[config.mk]
export PLATFORM = sky130hd
export DESIGN_NAME = mem_debug_dumper
export DESIGN_NICKNAME = d
export VERILOG_FILES = /design/src/rtl/mem_debug_dumper.sv
export SDC_FILE = /design/constraint.sdc
export NUM_CORES = 2
export LEC_CHECK = 0
export BUFFER_PORTS_ARGS = -buffer_cell sky130_fd_sc_hd__buf_2
export CAP_MARGIN = 30
export CORE_AREA = 8 8 403 405
export DETAILED_ROUTE_END_ITERATION = 7
export DIE_AREA = 0 0 411 413
export HOLD_SLACK_MARGIN = 0.08
export PLACE_DENSITY_LB_ADDON = 0.15
export REMOVE_ABC_BUFFERS = 1
export SYNTH_ARGS = -nofsm -noshare
export SYNTH_HDL_FRONTEND = slang
export SYNTH_SLANG_ARGS = --single-unit
[constraint.sdc]
create_clock -name i_clk -period 8.53 [get_ports i_clk]
set_input_delay 0.853 -clock i_clk [delete_from_list [all_inputs] [get_ports i_clk]]
set_output_delay 0.853 -clock i_clk [all_outputs]
set_load 0.05 [all_outputs]
[src/rtl/mem_debug_dumper.sv]
// Streams a snapshot of the flattened data memory out one byte at a time over a
// valid/ready byte interface: slots in ascending order, bytes MSB first.
module mem_debug_dumper #(
  parameter int IO_BUS_SIZE   = 32,
  parameter int MEM_ADDR_SIZE = 5
) (
  input  logic                                         i_clk,
  input  logic                                         i_reset,
  input  logic                                         i_start,
  input  logic [(2**MEM_ADDR_SIZE)*IO_BUS_SIZE-1:0]    i_bus_debug,
  input  logic                                         i_tx_ready,
  output logic [7:0]                                   o_data,
  output logic                                         o_valid,
  output logic                                         o_busy,
  output logic                                         o_done
);

  localparam int DEPTH = 2**MEM_ADDR_SIZE;
  localparam int BYTES = IO_BUS_SIZE / 8;
  localparam int BCW   = (BYTES > 1) ? $clog2(BYTES) : 1;

  localparam logic [BCW-1:0]           LAST_BYTE = BCW'(BYTES - 1);
  localparam logic [MEM_ADDR_SIZE-1:0] LAST_SLOT = '1;

  localparam logic [1:0] ST_IDLE = 2'd0;
  localparam logic [1:0] ST_SEND = 2'd1;
  localparam logic [1:0] ST_DONE = 2'd2;

  // Viewing the bus as [slot][lane][byte] makes lane BYTES-1 the slot's top byte.
  logic [DEPTH-1:0][BYTES-1:0][7:0] bus_view;
  logic [DEPTH-1:0][BYTES-1:0][7:0] snap;

  logic [1:0]               state;
  logic [MEM_ADDR_SIZE-1:0] slot_cnt;
  logic [BCW-1:0]           byte_cnt;

  logic                     last_byte;
  logic                     last_slot;
  logic                     tx_fire;
  logic [MEM_ADDR_SIZE-1:0] nxt_slot;
  logic [BCW-1:0]           nxt_byte;
  logic [7:0]               nxt_data;

  assign bus_view  = i_bus_debug;
  assign last_byte = (byte_cnt == LAST_BYTE);
  assign last_slot = (slot_cnt == LAST_SLOT);
  assign tx_fire   = o_valid && i_tx_ready;

  // NOTE: every always_comb output gets a default first so no path can infer a latch.
  always_comb begin
    nxt_byte = byte_cnt + 1'b1;
    nxt_slot = slot_cnt;
    if (last_byte) begin
      nxt_byte = '0;
      nxt_slot = slot_cnt + 1'b1;
    end
    nxt_data = snap[nxt_slot][LAST_BYTE - nxt_byte];
  end

  // NOTE: sequential state uses non-blocking assignments only, so every register
  // samples the pre-edge values regardless of statement order.
  always_ff @(posedge i_clk) begin
    if (i_reset) begin
      state    <= ST_IDLE;
      // NOTE: the snapshot is wide but is cleared on reset as well, so no stale
      // memory contents survive a reset.
      snap     <= '0;
      slot_cnt <= '0;
      byte_cnt <= '0;
      o_data   <= 8'h00;
      o_valid  <= 1'b0;
      o_busy   <= 1'b0;
      o_done   <= 1'b0;
    end else begin
      case (state)
        ST_IDLE: begin
          o_done <= 1'b0;
          if (i_start) begin
            snap     <= bus_view;
            slot_cnt <= '0;
            byte_cnt <= '0;
            o_data   <= bus_view[0][BYTES-1];
            o_valid  <= 1'b1;
            o_busy   <= 1'b1;
            state    <= ST_SEND;
          end
        end
        ST_SEND: begin
          if (tx_fire) begin
            if (last_byte && last_slot) begin
              o_valid <= 1'b0;
              o_done  <= 1'b1;
              state   <= ST_DONE;
            end else begin
              byte_cnt <= nxt_byte;
              slot_cnt <= nxt_slot;
              o_data   <= nxt_data;
            end
          end
        end
        ST_DONE: begin
          o_done <= 1'b0;
          o_busy <= 1'b0;
          state  <= ST_IDLE;
        end
        default: begin
          o_valid <= 1'b0;
          o_busy  <= 1'b0;
          o_done  <= 1'b0;
          state   <= ST_IDLE;
        end
      endcase
    end
  end

endmodule

# Word level (Yosys, flattened, before mapping)
# Index checks and enable logic that the tools add are counted.
# W data, S select, Z words.
dict set report totals {
  word_cells 188
  output_inout_bits 11
  in_bits 1028
  ff_bits 1044
}
dict set report op_classes {
  n_lt_le_gt_ge 2
  n_reduce_logical 11
  n_eq_ne 8
  bitwise 2
  add_sub_neg 3
  n_mux 27
}
# op n
set ops {}
lappend ops {{$bmux W32 S5} 1}
lappend ops {{$mux W32} 1}
lappend ops {{$mux W8} 4}
lappend ops {{$mux W5} 4}
lappend ops {{$bmux W8 S2} 1}
lappend ops {{$pmux W8 S2} 1}
lappend ops {{$mux W2} 7}
lappend ops {{$pmux W5 S2} 1}
lappend ops {{$ne A2 B2 Y1 const B} 4}
lappend ops {{$pmux W2 S2} 2}
lappend ops {{$reduce_and A4 Y1} 2}
lappend ops {{$lt A5 B6 Y1 const B} 1}
lappend ops {{$reduce_and A2 Y1} 3}
lappend ops {{$add A5 B1 Y5 const B} 1}
lappend ops {{$eq A5 B5 Y1 const B} 1}
lappend ops {{$eq A2 B2 Y1 const B} 2}
lappend ops {{$lt A2 B3 Y1 const B} 1}
lappend ops {{$mux W1} 3}
lappend ops {{$pmux W1 S3} 1}
lappend ops {{$reduce_and A3 Y1} 1}
lappend ops {{$add A2 B1 Y2 const B} 1}
lappend ops {{$eq A2 B1 Y1 const B} 1}
lappend ops {{$logic_and A1 B1 Y1} 2}
lappend ops {{$logic_not A2 Y1} 1}
lappend ops {{other kinds (5)} 6}

# Longest topological paths before layout
dict set report logic_depth {
  ltp_word 9
  mapped_depth 14
  ltp_nobuf 10
}

# Worst setup path before layout
# Ideal clock, no wire load.
dict set report synth_timing {
  path_kind {reg-to-reg}
  from {register slot_cnt[0]}
  to {register o_data[0]}
  t_required_ns 8.383
  path_slack_ns 5.771
  synth_period_minus_slack_ns 2.759
  setup_time_ns 0.147
  arrival_ns 2.612
  path_stages_with_launch 10
  n_path_buf 2
  path_cell_list {dfxtp_1 -> ha_1 -> mux2i_4 -> buf_4 -> buf_4 -> a31oi_1 -> mux4_2 -> o2111a_1 -> a2111oi_0 -> a41oi_1}
}
dict set report synth_via {
  elab_chain_len 9
  elab_cells_between_ends 13
  cone_classes {1 x add/sub; 2 x eq/ne; 8 x mux; 2 x reduce/logical}
}
# item line_no
set synth_lines {}
lappend synth_lines {{start: declaration} 34} ;# logic [MEM_ADDR_SIZE-1:0] slot_cnt;
lappend synth_lines {{start signal: assignment} 96} ;# slot_cnt <= nxt_slot;
lappend synth_lines {{$add A5 B1 Y5} 55} ;# nxt_slot = slot_cnt + 1'b1;
lappend synth_lines {{$mux W5} 53} ;# if (last_byte) begin
lappend synth_lines {{$bmux W32 S5} 57} ;# nxt_data = snap[nxt_slot][LAST_BYTE - nxt_byte];
lappend synth_lines {{$mux W32 (implied by the code)} 57}
lappend synth_lines {{$bmux W8 S2} 57}
lappend synth_lines {{$mux W8 (implied by the code)} 57}
lappend synth_lines {{$mux W8} 90} ;# if (last_byte && last_slot) begin
lappend synth_lines {{$mux W8} 89} ;# if (tx_fire) begin
lappend synth_lines {{$pmux W8 S2} 75} ;# case (state)
lappend synth_lines {{end signal: assignment} 82} ;# o_data <= bus_view[0][BYTES-1];
lappend synth_lines {{end signal: assignment} 97} ;# o_data <= nxt_data;
lappend synth_lines {{end: declaration} 12} ;# output logic [7:0] o_data,
# Several ways; a longest one is shown, not always the timed one. The select of a mux whose other input is x is not followed.
# A chain may end at the register's enable or synchronous reset.

# Final worst setup path
dict set report layout_timing {
  from {register slot_cnt[1]}
  to {register o_data[4]}
}
# Same word-level chain as after synthesis.

==> flow_summary.yaml <==
run_status:
  status: "completed"
sta:
  relSlewSlack_pct: 7.78
  fin_crit_ns: 5.29
  fin_crit_sh_pct: 62.0
  whs_ns: 0.339
  max_freq_mhz: 189
  rsz0062_at_grt: "no"
  fin_setup_tns_ns: 0
  setup_ws_ns: 3.24
  setup_violations: 0
  fin_worst_skew_ns: 0.0332
  hold_viol: 0
  worstMarginPinSlew_ns: 1.38
  slew_violations: 0
global_routing:
  antenna_found_initial: 17
  grt_pass1_wl_um: 304000
  grt_usage_pct: 23.5
  grt_pass1_vias: 45700
  grt_max_degree: 234
  overflow: 0
yosys:
  synth_area_sq_um: 45500
  ys_types: 59
  synth.most_common_cell: "nand2_1"
  synth.largest_area_cell: "dfxtp_1"
  ys_ff_latch: 1044
  dominantRegCellSynth: "dfxtp_1"
  yosysTopAreaCellShare_pct: 45.9
  postSynthAreaPerCell_sq_um: 7.01
  yosys_warnings: 0
  ys_async_sr_fraction_pct: 0
  synth_edf_count: 0
  synth_commonest_cells: "nand2_1, a21oi_1, dfxtp_1"
  syn_inst: 6491
  synth_area_leaders: "dfxtp_1, nand2_1, a21oi_1"
  synth_seq_area_share_pct: 45.9
placement:
  place_area_sq_um: 51900
  portBuffers: 1038
  gp_congestion: 0.861
  placed_cells: 9110
  place_ws_ns: 3.16
  dp_hpwl_um: 151000
final_layout:
  fin_cells: 9341
  final_layout_size_suffix_gt1_share_pct: 18.5
  stdcell_area_sq_um: 56100
  final_core_util_pct: 36.0
  final_nets: 8206
  syn_to_final_growth_pct: 23.2
hold_path:
  hp-class: "in -> reg"
  hp-start: "i_bus_debug[892]"
route:
  vias_per_cell: 5.05
  firstDrtPassIters: 6
  wire_per_inst_um: 22.7
  vias: 47100
  drc: 0
  ant_nets: 0
  drtIter0Drc: 4442
  wl_um: 212000
power_and_ir_drop:
  p_per_area_nw_per_um2: 214
  intPower_mw: 8.77
  combPwrFrac_pct: 11.0
  p_leak_nw: 22.5
  ir_worst_vdd_uv: 176
  switching_share_pct: 27.0
  netSwitchingPower_mw: 3.24
  power_mw: 12.0
  p_seq_share_pct: 44.5
  clkPwrFrac_pct: 44.6
critical_path:
  worstSetupPathType: "reg -> reg"
  crit_path_max_incr_delay_ns: 0.93
  reg2reg_from: "slot_cnt[1]"
  slowest_stage: "dfxtp_1"
  crit_arrival_ns: 5.92
  start_kind: "register"
  cp-end-kind: "register"
  critPathMaxFanout: 140
  worst_ep_required_time_ns: 9.16
  crit_family: "compound AO/OA/AOI/OAI gates"
  crit_chain: "ha_1, mux2i_4, buf_12, buf_4, mux4_2, a211oi_1, o21ai_1, o311a_1, a311oi_1"
  worstSetupStartpoint: "slot_cnt[1]"
  timing.critical_path.buf_inv: 2
clock_tree:
  clk_pin_slew_ns: 0.06
  clock_path_buffers: 3
  clkLatencyLatePin_ns: 0.76
  cts_sinks: 1044
  cts_hold_buf: 0
  cts-root-buf: "clkbuf_16"
  htree_levels: 3
  ctsResizeCount: 0
  cts_tree: "yes"
  post_cts_buffers: 0
  cts_buffers: 119
floorplan:
  core.rowCount: 145
  core-area_sq_um: 156000
  io_pins: 1039
  die_h_um: 413
  die_x_um: 411
  start_util_pct: 29.2
  die_area_sq_um: 170000
run:
  maxCapViolations: 0
## final cells by class
| cell class | instances | area [sq um] |
|---|---|---|
| Fill cell | 17000 | 99600 |
| Clock buffer | 171 | 3520 |
| Multi-Input combinational cell | 4904 | 22500 |
| Tap cell | 2058 | 2570 |
| Inverter | 2 | 7.51 |
| Sequential cell | 1044 | 20900 |
| Clock inverter | 50 | 569 |
| Timing Repair Buffer | 1104 | 5980 |
| Antenna cell | 8 | 20.0 |
## final timing paths
path,end,slack [ns],depth (start not counted)
min reg2reg,snap[671],0.45,2
min,snap[892],0.34,3
max,o_data[4],3.24,9
max reg2reg,o_data[4],3.24,9
## registers in the layout (all words and copies together), names as in the netlist
signal,flops
o_data,8
o_done,1
slot_cnt,5
o_valid,1
byte_cnt,2
o_busy,1
state,2
snap,1024
## metal layers
| metal | part of all wire [%] | vias to the layer above | wire (um) | global-route usage, % |
|---|---|---|---|---|
| met5 | 0.0061 | - | 13 | 0 |
| met4 | 3.2 | 2 | 6820 | 7.39 |
| met3 | 6.2 | 267 | 13200 | 4.22 |
| met2 | 46 | 1539 | 98600 | 38.5 |
| met1 | 44 | 22500 | 93700 | 31.3 |
| li1 | - | 22800 | - | - |
## worst register-to-register path: stages, from the launching register on
cell	delay, ns
dfxtp_1	0.93
ha_1	0.62
mux2i_4	0.33
buf_12	0.60
buf_4	0.74
mux4_2	0.69
a211oi_1	0.61
o21ai_1	0.20
o311a_1	0.20
a311oi_1	0.25
## kinds of logic after synthesis
family / share of synthesized area, %
simple gates: 30.8
xor+xnor: 0.168
flops: 45.9
compound gates: 15.4
mux: 2.63
fa+ha+maj: 0.0825
buf+inv: 5.02
## power by group through the flow
stage	sequential [mW]	clock (mW)	combinational, mW
6_report	5.34	5.36	1.32
5_1_grt	5.37	5.66	1.45
4_1_cts	5.34	5.47	1.33
3_5_place_dp	5.44	0	1.33
3_3_place_gp	5.44	0	1.31
2_1_floorplan	5.41	0	1.43
## cell usage in the layout (no fill, tap or decap), types with 15 or more instances in the layout
cell type     n
nand2_1    2924
a21oi_1    1052
dfxtp_1    1044
buf_2      1037
nand3_1     431
clkbuf_16   121
a31oi_1      74
mux2i_1      68
and3_1       57
buf_4        45
a311oi_1     39
nor2_1       36
clkbuf_8     30
clkinv_2     30
o21ai_0      24
nand4_1      22
clkbuf_1     20
mux4_2       18
buf_12       17
nor3_1       15
Note: power is estimated with default switching activity, not from simulation.
